===== config.mk =====
export PLATFORM = sky130hd
export DESIGN_NAME = uart_rx_fifo
export DESIGN_NICKNAME = d
export VERILOG_FILES = /design/src/rtl/uart_rx_fifo.sv
export SDC_FILE = /design/constraint.sdc
export NUM_CORES = 1
export LEC_CHECK = 0
export CAP_MARGIN = 20
export CORE_ASPECT_RATIO = 1.25
export CORE_UTILIZATION = 30
export CTS_CLUSTER_SIZE = 16
export DETAILED_ROUTE_END_ITERATION = 12
export GPL_ROUTABILITY_DRIVEN = 0
export SLEW_MARGIN = 20
export SYNTH_ARGS = -nofsm -noshare
export SYNTH_HDL_FRONTEND = slang
export SYNTH_SLANG_ARGS = --single-unit
export TNS_END_PERCENT = 30

===== constraint.sdc =====
create_clock -name i_clk -period 4.1 [get_ports i_clk]
set_input_delay 0.41 -clock i_clk [delete_from_list [all_inputs] [get_ports i_clk]]
set_output_delay 0.41 -clock i_clk [all_outputs]
set_load 0.02 [all_outputs]

===== src/rtl/uart_rx_fifo.sv =====
// rtl/uart_rx_fifo.sv - oversampling UART receiver with error flags and FWFT output FIFO
// Optional break detection is enabled by defining UART_RX_BREAK_DET_EN.
module uart_rx_fifo #(
  parameter int CLK_FREQ_HZ     = 100_000_000,
  parameter int BAUD_RATE       = 1_562_500,
  parameter int OVERSAMPLE_RATE = 16,
  parameter int NUM_DATA_BITS   = 8,
  parameter int PARITY_ON       = 1,
  parameter int PARITY_EO       = 1,
  parameter int STOP_BITS       = 1,
  parameter int FIFO_DEPTH      = 16
) (
  input  logic                           i_clk,
  input  logic                           i_rst,
  input  logic                           i_rx,
  output logic [NUM_DATA_BITS-1:0]       o_data,
  output logic                           o_valid,
  input  logic                           i_ready,
  output logic [$clog2(FIFO_DEPTH):0]    o_fifo_count,
  output logic                           o_busy,
  output logic                           o_parity_err,
  output logic                           o_frame_err,
  output logic                           o_overrun,
  output logic                           o_break
);

  localparam int     OS      = OVERSAMPLE_RATE;
  localparam int     N       = NUM_DATA_BITS;
  localparam longint BAUD_OS = longint'(BAUD_RATE) * longint'(OS);
  localparam int     DIV_RAW = int'((longint'(CLK_FREQ_HZ) + BAUD_OS / 2) / BAUD_OS);
  localparam int     DIV     = (DIV_RAW < 1) ? 1 : DIV_RAW;
  localparam int     TW      = (DIV > 1) ? $clog2(DIV) : 1;
  localparam int     OW      = $clog2(OS);
  localparam int     PW      = $clog2(FIFO_DEPTH);
  localparam int     CW      = PW + 1;
  localparam bit     PARAMS_OK =
      (OS == 8 || OS == 16) && (N >= 5 && N <= 9) &&
      (PARITY_ON == 0 || PARITY_ON == 1) && (PARITY_EO == 0 || PARITY_EO == 1) &&
      (STOP_BITS == 1 || STOP_BITS == 2) && (FIFO_DEPTH >= 2) &&
      ((FIFO_DEPTH & (FIFO_DEPTH - 1)) == 0);

  if (!PARAMS_OK) begin : g_param_err
    $error("uart_rx_fifo: parameter out of range");
  end
  if (DIV_RAW < 1) begin : g_div_err
    $error("uart_rx_fifo: clock too slow for baud rate and oversample rate");
  end

  typedef enum logic [2:0] {S_IDLE, S_START, S_DATA, S_PARITY, S_STOP, S_BREAK} state_t;

  state_t          state, state_next;
  logic            rx_meta, rx_sync, rx_prev;
  logic [TW-1:0]   tick_cnt;
  logic [OW-1:0]   os_cnt;
  logic            samp_a, samp_b;
  logic [N-1:0]    shreg;
  logic [3:0]      bit_idx;
  logic            stop_idx;
  logic            par_bit, ferr_acc;
  logic            frame_done, brk_det;
  logic [N-1:0]    mem [FIFO_DEPTH];
  logic [PW-1:0]   wr_ptr, rd_ptr;
  logic [CW-1:0]   count;

  wire start_edge = rx_prev & ~rx_sync;
  wire tick       = (tick_cnt == TW'(DIV - 1));
  wire mid_tick   = tick && (os_cnt == OW'(OS / 2 + 1));
  wire end_tick   = tick && (os_cnt == OW'(OS - 1));
  wire bit_val    = (samp_a & samp_b) | (samp_a & rx_sync) | (samp_b & rx_sync);
  wire par_exp    = (PARITY_EO != 0);
  wire perr_now   = (PARITY_ON != 0) && ((^shreg ^ par_bit) != par_exp);
  wire ferr_now   = ferr_acc | ~bit_val;
  wire push_req   = frame_done & ~perr_now & ~ferr_now & ~brk_det;
  wire full       = (count == CW'(FIFO_DEPTH));
  wire do_pop     = (count != '0) & i_ready;
  wire do_push    = push_req & (~full | do_pop);

  // Two-flop synchroniser plus one history flop for falling-edge detection
  always_ff @(posedge i_clk) begin
    if (i_rst) begin
      rx_meta <= 1'b1;
      rx_sync <= 1'b1;
      rx_prev <= 1'b1;
    end else begin
      rx_meta <= i_rx;
      rx_sync <= rx_meta;
      rx_prev <= rx_sync;
    end
  end

  // Oversample tick and tick-within-bit counters, re-phased on every start edge
  always_ff @(posedge i_clk) begin
    if (i_rst || (state == S_IDLE && start_edge)) begin
      tick_cnt <= '0;
      os_cnt   <= '0;
    end else begin
      tick_cnt <= tick ? '0 : tick_cnt + TW'(1);
      if (state == S_BREAK && !rx_sync) os_cnt <= '0;
      else if (tick)                    os_cnt <= os_cnt + OW'(1);
    end
  end

  // Frame datapath: mid-bit samples, data shift register, bit/stop indices
  always_ff @(posedge i_clk) begin
    if (i_rst) begin
      samp_a   <= 1'b1;
      samp_b   <= 1'b1;
      shreg    <= '0;
      bit_idx  <= '0;
      stop_idx <= 1'b0;
      par_bit  <= 1'b0;
      ferr_acc <= 1'b0;
    end else begin
      if (tick && os_cnt == OW'(OS / 2 - 1)) samp_a <= rx_sync;
      if (tick && os_cnt == OW'(OS / 2))     samp_b <= rx_sync;
      if (state == S_IDLE) begin
        bit_idx  <= '0;
        stop_idx <= 1'b0;
        ferr_acc <= 1'b0;
      end
      if (mid_tick) begin
        case (state)
          S_DATA:   shreg   <= {bit_val, shreg[N-1:1]};
          S_PARITY: par_bit <= bit_val;
          S_STOP:   if (!bit_val) ferr_acc <= 1'b1;
          default:  ;
        endcase
      end
      if (end_tick) begin
        if (state == S_DATA) bit_idx  <= bit_idx + 4'd1;
        if (state == S_STOP) stop_idx <= 1'b1;
      end
    end
  end

`ifdef UART_RX_BREAK_DET_EN
  logic zero_acc;
  wire  zero_now = zero_acc & (stop_idx | ~bit_val);
  assign brk_det = frame_done & zero_now;

  // Tracks whether every bit so far in this frame sampled low
  always_ff @(posedge i_clk) begin
    if (i_rst || state == S_IDLE) zero_acc <= 1'b1;
    else if (mid_tick && state != S_BREAK) zero_acc <= zero_acc & ~bit_val;
  end

  // Break pulse register
  always_ff @(posedge i_clk) begin
    if (i_rst) o_break <= 1'b0;
    else       o_break <= brk_det;
  end
`else
  assign brk_det = 1'b0;
  assign o_break = 1'b0;
`endif

  // FSM state register
  always_ff @(posedge i_clk) begin
    if (i_rst) state <= S_IDLE;
    else       state <= state_next;
  end

  // FSM next-state; frame_done marks the last stop bit's mid-bit decision
  always_comb begin
    state_next = state;
    frame_done = 1'b0;
    case (state)
      S_IDLE:   if (start_edge) state_next = S_START;
      S_START:  if (mid_tick && bit_val) state_next = S_IDLE;
                else if (end_tick)      state_next = S_DATA;
      S_DATA:   if (end_tick && bit_idx == 4'(N - 1))
                  state_next = (PARITY_ON != 0) ? S_PARITY : S_STOP;
      S_PARITY: if (end_tick) state_next = S_STOP;
      S_STOP:   if (mid_tick && stop_idx == 1'(STOP_BITS - 1)) begin
                  frame_done = 1'b1;
                  state_next = brk_det ? S_BREAK : S_IDLE;
                end
      S_BREAK:  if (end_tick && rx_sync) state_next = S_IDLE;
      default:  state_next = S_IDLE;
    endcase
  end

  // Error pulses, registered so they appear the cycle after completion
  always_ff @(posedge i_clk) begin
    if (i_rst) begin
      o_parity_err <= 1'b0;
      o_frame_err  <= 1'b0;
      o_overrun    <= 1'b0;
    end else begin
      o_parity_err <= frame_done & perr_now & ~brk_det;
      o_frame_err  <= frame_done & ferr_now & ~brk_det;
      o_overrun    <= push_req & full & ~do_pop;
    end
  end

  // Output FIFO; count is kept separately so full and empty never alias
  always_ff @(posedge i_clk) begin
    if (i_rst) begin
      wr_ptr <= '0;
      rd_ptr <= '0;
      count  <= '0;
      for (int i = 0; i < FIFO_DEPTH; i++) mem[i] <= '0;
    end else begin
      if (do_push) begin
        mem[wr_ptr] <= shreg;
        wr_ptr      <= wr_ptr + PW'(1);
      end
      if (do_pop) rd_ptr <= rd_ptr + PW'(1);
      case ({do_push, do_pop})
        2'b10:   count <= count + CW'(1);
        2'b01:   count <= count - CW'(1);
        default: ;
      endcase
    end
  end

  assign o_data       = mem[rd_ptr];
  assign o_valid      = (count != '0);
  assign o_fifo_count = count;
  assign o_busy       = (state != S_IDLE);

endmodule


==> results of run 1 <==
==> worst register-to-register path, stage by stage, from the launching register on <==
cell and delay, ns:
dfxtp_1 0.51, xnor2_2 0.16, xnor3_2 0.48, xnor2_4 0.21, a31oi_2 0.49, inv_1 0.18, fa_1 0.43, inv_1 0.07
a21o_1 0.10, a21oi_1 0.07, mux2i_1 0.16, mux2_1 0.33
==> per-layer routing <==
| layer | vias up | global-route usage | part of all wire |
|---|---|---|---|
| li1 | 2307 | - | - |
| met1 | 2482 | 0.1755 | 0.41 |
| met2 | 148 | 0.2412 | 0.51 |
| met3 | 31 | 0.02384 | 0.046 |
| met4 | 0 | 0.05983 | 0.028 |
| met5 | - | 0 | 0 |
==> power by group <==
group	switching, mW	internal (mW)	leakage (nW)	total (mW)
Combinational	0.428	0.431	1.11	0.860
Sequential	0.0927	2.01	1.65	2.10
Clock	0.722	0.905	0.278	1.63
Total	1.24	3.35	3.04	4.59
==> worst max path at each step <==
stage / startpoint / cells after the start / slack (ns) / end
6_report: register / 4 / 0.71 / o_data[1]
5_1_grt: shreg[6] / 11 / 0.58 / o_fifo_count[4]
4_1_cts: register / 4 / 0.62 / o_data[1]
3_5_place_dp: shreg[6] / 11 / 0.81 / o_fifo_count[4]
3_3_place_gp: shreg[6] / 11 / 0.88 / o_fifo_count[4]
2_1_floorplan: shreg[7] / 12 / 1.13 / o_fifo_count[4]
==> cell families (layout without fill, tap and decap cells) <==
logic type / Yosys count / count (layout) / share of synthesized area
simple gates: 267 / 267 / 0.1497
flops: 177 / 177 / 0.5842
buf+inv: 69 / 73 / 0.04423
mux: 57 / 57 / 0.1300
compound gates: 51 / 51 / 0.04424
xor+xnor: 17 / 17 / 0.02394
fa+ha+maj: 15 / 15 / 0.02333
other cells: 1 / 1 / 0.0004540
==> registers in the layout, summed over array words and instances, names as in the netlist, 2 cells and up, named ones only <==
| signal | cells |
|---|---|
| wr_ptr | 4 |
| tick_cnt | 2 |
| os_cnt | 4 |
| o_fifo_count | 5 |
| rd_ptr | 4 |
| bit_idx | 4 |
| state | 3 |
| shreg | 8 |
| mem | 128 |
==> through the flow <==
step	util	cell area [um^2]	std cells
after floorplan	-	8259	654
after global placement	0.3215	8651	971
after detailed placement	0.3215	8651	971
after CTS	0.3431	9234	1003
after global routing	0.3433	9238	1003
final	0.3433	9238	1003
==> area by class of cell <==
| type | instances | area, um^2 | share of cell area |
|---|---|---|---|
| sequential | 177 | 4826 | 0.5224 |
| multi-input combinational | 408 | 3073 | 0.3327 |
| tap | 345 | 431.7 | 0.04673 |
| clock buffer | 18 | 429.2 | 0.04646 |
| timing repair buffer | 26 | 267.8 | 0.02899 |
| clock inverter | 14 | 153.9 | 0.01666 |
| inverter | 15 | 56.30 | 0.006095 |
==> cell usage after synthesis, drive strengths merged (2+ instances only) <==
master,count
xnor2,10
ha,13
edfxtp,128
a31oi,2
a211o,2
mux2i,15
a22oi,4
nand3b,4
or4,2
buf,23
o21ai,4
nand2,45
mux4,40
a2111oi,3
and2,3
nor2b,2
a21o,18
or3,3
mux2,2
inv,15
a21oi,11
nor2,170
nor3,8
xor2,6
nand3,4
or3b,2
nand4,5
nor3b,2
nand4b,2
clkbuf,31
dfxtp,49
and4,2
or2,6
and3,5
==> results.cfg, run 1 <==
[logic_synthesis]
synthArstFlopShare = 0
synthCells = 654
synth_seq_area_share = 0.5842
syn_avg_cell_area_um2 = 12.63
yosys_most_used_dff = edfxtp_1
synth_area_um2 = 8259
synth_cell_type_count = 59
synth_top_area_share = 0.4654
synth_fp_nets = 672
synth_edf_count = 128
ys_warn_count = 0
yosys_register_bits = 177
ys_top_cells_by_area = edfxtp_1 47%, dfxtp_1 12%, mux4_2 11%
synth_top_cell_by_area = edfxtp_1

[critical_path]
path_buf_inv = 2
crit_chain = buf_12 -> mux4_2 -> mux4_2 -> clkdlybuf4s50_1
reg2reg_depth = 11
worstReg2RegEnd = o_fifo_count[4]
slowest_delay_ns = 0.59
cp_top_family = multiplexers
cp-end-kind = output port
critical_path_class = register to output port
r2r_setup_slack_ns = 0.80
crit_required_ns = 3.69
cp_max_fo = 23
crit_path_frequent_cell = mux4_2
regToRegStartpoint = shreg[6]
crit_arrival_ns = 2.98
crit_slowest_cell = clkdlybuf4s50_1
startpoint_type = register

[layout]
final_cell_mix = 140 x nor2_1, 128 x edfxtp_1, 48 x dfxtp_1
fin_nets = 663
layout-area-overhead-vs-synth_pct = 11.85
final_common_cell = nor2_1
antenna_cells = 0
num-fill-cells = 2623
layout-drive-gt1-share = 0.1900

[route]
drt-initial-drc-count = 469
num_vias = 4968
drt_pass1_iterations = 4
final_antenna_net_count = 0
drc = 0
vias_per_cell = 4.953
wire_per_inst_um = 18.90
drt_wl_total_mm = 18.96

[floorplan]
core_um2 = 26910
initial_utilization = 0.3069
die_area_um2 = 28200
die_width_um = 150.4
io_pins = 23
die_h_um = 187.5
row_count = 67

[sta]
worst_slack_ns = 0.7134
fin_crit_ns = 3.387
tns_ns = 0
slew_headroom = 0.4525
holdWs_ns = 0.3248
tightest_slew_ns = 0.8201
finalCritPeriodShare = 0.8260
grt_setup_unrepaired = no
setup_viol = 0
clock_skew_ns = 0.01026
drv_slew = 0
hold_violations = 0
max_freq_mhz = 295.3

[job]
max_cap_violations = 0

[grt]
track_usage = 0.1417
grt_pass1_vias = 4889
grt_pass1_wl_mm = 29.10
grt_start_max_net_pins = 61
gr-total-overflow = 0
antenna_found_initial = 0

[run_status]
status = finished, final reports clean

[clock_network]
cts_root_buf = clkbuf_16
insertion_delay_ns = 0.44
hold_buffers = 0
numCtsBuffers = 17
cts_tree = built
clock_path_buffers = 2
post-cts-setup-buffers = 0
clk_pin_slew_ns = 0.07
cts.sinks = 177
cts-resized-gates = 0
htree_num_levels = 4

[hold_path]
holdCritPathClass = input port to register
hold-path-cell-count = 4
min_from = i_rst
whs_endpoint = o_overrun

[pwr]
p_total_mw = 4.590
p_leak_nw = 3.037
ir_drop_mv = 0.4547
p_per_area_nw_per_um2 = 496.9

[placement]
post-place-ws_ns = 0.8129
hpwlAfterDp_mm = 11.93
numPortBuffers = 21
Note: power is estimated with default switching activity, not from simulation.
==> run 2: changes to the inputs <==
==> constraint.sdc (replaced) <==
create_clock -name i_clk -period 2.9 [get_ports i_clk]
set_input_delay 0.29 -clock i_clk [delete_from_list [all_inputs] [get_ports i_clk]]
set_output_delay 0.29 -clock i_clk [all_outputs]
set_load 0.02 [all_outputs]
==> results.cfg, run 2 (synthesized netlist as in run 1, its figures left out) <==
[run_status]
status = finished, final reports clean

[sta]
setup_viol = 0
clock_skew_ns = 0.008769
drv_slew = 0
max_freq_mhz = 363.4
grt_setup_unrepaired = yes
fin_crit_ns = 2.752
hold_violations = 0
tns_ns = 0
finalCritPeriodShare = 0.9488
slew_headroom = 0.5787
tightest_slew_ns = 0.6311

[route]
drt_wl_total_mm = 18.89
highest_layer = met4
wl_met1_mm = 8.100
drc = 0
drt_pass1_iterations = 6
final_antenna_net_count = 0
met3_length_mm = 1.006
vias_per_cell = 4.928
met2WireLength_mm = 9.523
wire_per_inst_um = 18.14
drt-initial-drc-count = 416
num_vias = 5130

[floorplan]
die_h_um = 187.5
die_area_um2 = 28200
core_um2 = 26910
die_width_um = 150.4
io_pins = 23
row_count = 67
initial_utilization = 0.3069

[grt]
grt_pass1_vias = 4950
antenna_found_initial = 0
grt_start_max_net_pins = 61
grt_pass1_wl_mm = 29.37
gr-total-overflow = 0
track_usage = 0.1423

[critical_path]
critical_path_class = register to register
crit_slowest_cell = xnor3_2
reg2reg_depth = 11
crit_arrival_ns = 3.07
slowest_delay_ns = 0.48
regToRegStartpoint = shreg[6]
cp_max_fo = 7
crit_path_frequent_cell = inv_1
worstReg2RegEnd = o_fifo_count[4]
r2r_setup_slack_ns = 0.15
cp-end-kind = register
crit_required_ns = 3.22
cp_top_family = XOR/XNOR gates
startpoint_type = register
crit_chain = xnor2_2 -> xnor3_2 -> xnor2_4 -> a31oi_4 -> inv_1 -> fa_1 -> inv_1 -> a21o_1 -> a21oi_1 -> mux2i_1 -> mux2_1
path_buf_inv = 2

[hold_path]
holdCritPathClass = input port to register
min_from = i_rst
hold-path-cell-count = 4
whs_endpoint = o_overrun

[clock_network]
clk_pin_slew_ns = 0.06
insertion_delay_ns = 0.44
clock_path_buffers = 2
post-cts-setup-buffers = 0
cts.sinks = 177
numCtsBuffers = 17
cts_root_buf = clkbuf_16
htree_num_levels = 4
cts_tree = built

[layout]
largest_register_ffs = 128
fin_nets = 701
regArea_um2 = 4827
layout-drive-gt1-share = 0.2342
final_common_cell = nor2_1
layout-area-overhead-vs-synth_pct = 15.86
top_register = mem
post-route-cell-area_um2 = 9569
final_cell_mix = 140 x nor2_1, 128 x edfxtp_1, 47 x dfxtp_1
num-fill-cells = 2581
antenna_cells = 0
multiInputGateArea_um2 = 3085

[pwr]
p_per_area_nw_per_um2 = 671.6
p_leak_nw = 3.260
ir_drop_mv = 0.4680

[job]
max_cap_violations = 0

[placement]
placed_area_um2 = 9020
hpwlAfterDp_mm = 12.14
numPortBuffers = 21
-- run 2: changes by cell type in the layout (fill, tap and decap cells not counted), moves of 6 or more --
| cell | delta |
|---|---|
| buf_4 | +32 |
| clkdlybuf4s50_1 | -8 |
| dlygate4sd2_1 | +7 |
| buf_12 | +6 |
-- run 2: worst max-delay path by stage --
stage | from | to | slack (ns) | cells after the start
after floorplan | shreg[7] | o_fifo_count[4] | 0.04 | 12
after global placement | shreg[6] | o_fifo_count[4] | 0.09 | 11
after detailed placement | shreg[6] | o_fifo_count[4] | 0.09 | 11
after CTS | register | o_data[6] | 0.005 | 4
after global routing | shreg[6] | o_fifo_count[4] | -0.02 | 11
final | shreg[6] | o_fifo_count[4] | 0.15 | 11
-- run 2: layout make-up --
cell class                      count  area share
Clock inverter                     13     0.01190
Timing Repair Buffer               64     0.06498
Clock buffer                       19     0.04524
Multi-Input combinational cell    408      0.3224
Inverter                           15    0.005884
Sequential cell                   177      0.5044
Tap cell                          345     0.04511
-- run 2: routing by layer --
metal | up-vias | global-route usage
li1 | 2388 | -
met5 | - | 0
met2 | 161 | 0.2352
met4 | 0 | 0.04235
met3 | 20 | 0.02822
met1 | 2561 | 0.1869
-- run 2: report_power, final --
part	internal (mW)	switching (mW)	leakage, nW
clock	1.18	0.987	0.252
combinational	0.669	0.674	1.36
sequential	2.84	0.0749	1.65
total	4.69	1.74	3.26
-- run 2: worst min-delay path: cells and delay by family --
kind                   cells  cell delay, ns
buffers and inverters      1            0.09
and+or+nand+nor            3            0.19
-- run 2: metrics by stage --
| stage | worst slack (ns) | power (mW) | utilization | instances | hold slack (ns) |
|---|---|---|---|---|---|
| 2_1_floorplan | 0.04476 | 3.859 | - | 654 | 0.3895 |
| 5_1_grt | -0.02282 | 6.702 | 0.3556 | 1041 | 0.2125 |
| 3_5_place_dp | 0.08615 | 4.357 | 0.3352 | 1009 | 0.4005 |
| 3_3_place_gp | 0.09414 | 4.346 | 0.3352 | 1009 | 0.3941 |
| 6_report | 0.1485 | 6.426 | 0.3556 | 1041 | 0.1901 |
| 4_1_cts | 0.005365 | 6.494 | 0.3552 | 1041 | 0.1898 |
-- run 2: timing repair --
action	CTS	global route
resized for setup	7	3
hold buffers	0	0
setup endpoints to repair	7	2
gates cloned	0	0
pin swaps	0	1
==> run 3: changes to the inputs <==
--- a/config.mk
+++ b/config.mk
@@ -11,8 +11,8 @@
 export CTS_CLUSTER_SIZE = 16
 export DETAILED_ROUTE_END_ITERATION = 12
 export GPL_ROUTABILITY_DRIVEN = 0
+export PLACE_DENSITY_LB_ADDON = 0.1
 export SLEW_MARGIN = 20
 export SYNTH_ARGS = -nofsm -noshare
 export SYNTH_HDL_FRONTEND = slang
 export SYNTH_SLANG_ARGS = --single-unit
-export TNS_END_PERCENT = 30
==> results.cfg, run 3 (synthesized netlist as in run 1, its figures left out) <==
[layout]
top_register = mem
antenna_cells = 0
layout-area-overhead-vs-synth_pct = 18.69
fin_nets = 709
layout-drive-gt1-share = 0.2518
final_common_cell = nor2_1
layoutNonFillerInstCount = 1048
postLayoutCoreUtil = 0.3643
post-route-cell-area_um2 = 9803
final_cell_mix = 140 x nor2_1, 128 x edfxtp_1, 46 x dfxtp_1
largest_register_ffs = 128

[sta]
grt_setup_unrepaired = no
setup_viol = 0
fin_crit_ns = 2.781
holdWs_ns = 0.1899
max_freq_mhz = 359.6
tns_ns = 0
slew_headroom = 0.4551
finalCritPeriodShare = 0.9588
hold_violations = 0
clock_skew_ns = 0.01214
tightest_slew_ns = 0.8173
drv_slew = 0

[critical_path]
worstReg2RegEnd = o_fifo_count[4]
crit_required_ns = 2.61
reg2reg_depth = 11
r2r_setup_slack_ns = 0.16
critical_path_class = register to output port
crit_arrival_ns = 2.49
cp_max_fo = 16
startpoint_type = register
regToRegStartpoint = o_fifo_count[0]
endpoint = o_data[3]
cp-end-kind = output port

[placement]
numPortBuffers = 21
placed_area_um2 = 9070
hpwlAfterDp_mm = 13.96
post-place-cells = 1014

[grt]
antenna_found_initial = 0
gr-total-overflow = 0
track_usage = 0.1630
grt_pass1_wl_mm = 32.91
grt_pass1_vias = 5360
grt_start_max_net_pins = 61

[clock_network]
clk_pin_slew_ns = 0.07
cts_root_buf = clkbuf_16
cts.sinks = 177
hold_buffers = 0
clock_path_buffers = 2
numCtsBuffers = 17
cts_tree = built
insertion_delay_ns = 0.43
htree_num_levels = 4

[route]
num_vias = 5139
drt_pass1_iterations = 4
drt_wl_total_mm = 21.79
drc = 0
final_antenna_net_count = 0
wire_per_inst_um = 20.79
vias_per_cell = 4.904
drt-initial-drc-count = 297

[floorplan]
row_count = 67
initial_utilization = 0.3069
io_pins = 23
core_um2 = 26910
die_h_um = 187.5
die_area_um2 = 28200
die_width_um = 150.4

[hold_path]
holdCritPathClass = input port to register
hold-path-cell-count = 4

[pwr]
p_leak_nw = 3.375
ir_drop_mv = 0.4730
p_per_area_nw_per_um2 = 717.2

[job]
max_cap_violations = 0

[run_status]
status = finished, final reports clean
-- run 3: per-stage QoR --
step | power, mW | worst slack (ns)
floorplan | 3.859 | 0.04476
global placement | 4.366 | 0.1640
detailed placement | 4.387 | 0.07390
CTS | 7.045 | 0.04576
global route | 7.322 | 0.004426
finish | 7.031 | 0.1195
-- run 3: final cells by class --
| cell class | count | area (um^2) |
|---|---|---|
| Timing Repair Buffer | 72 | 708.2 |
| Multi-Input combinational cell | 408 | 3103 |
| Clock inverter | 14 | 250.2 |
| Sequential cell | 177 | 4828 |
| Fill cell | 2622 | 17110 |
| Inverter | 15 | 56.30 |
| Clock buffer | 17 | 425.4 |
| Tap cell | 345 | 431.7 |
-- run 3: how the worst min path moves through the flow --
stage | start | to
floorplan | rx_meta | rx_sync
global placement | rx_meta | rx_sync
detailed placement | rx_meta | rx_sync
CTS | i_rst | o_overrun
global route | i_rst | o_overrun
finish | i_rst | o_overrun
-- run 3: repair_timing --
item / in CTS / in global routing
setup endpoints to repair: 8 / 2
pin swaps: 0 / 4
resized for setup: 8 / 7
gates cloned: 0 / 1
setup buffers: 0 / 2
-- run 3: power by group --
| part | internal (mW) | total (mW) | switching (mW) |
|---|---|---|---|
| Combinational | 0.714 | 1.43 | 0.711 |
| Sequential | 2.84 | 2.93 | 0.0923 |
| Clock | 1.63 | 2.67 | 1.04 |
| Total | 5.19 | 7.03 | 1.84 |
-- run 3: layer usage --
layer / up-vias / part of all wire / GRT usage
li1: 2400 / - / -
met4: 0 / 0.017 / 0.04701
met5: - / 0 / 0
met1: 2621 / 0.44 / 0.2080
met2: 93 / 0.51 / 0.2797
met3: 25 / 0.040 / 0.02798
-- run 3: critical path, stage by stage, from the launching register on --
cell and delay [ns]:
dfxtp_2 0.42, buf_12 0.21, mux4_2 0.53, mux4_2 0.52
dlygate4sd2_1 0.36
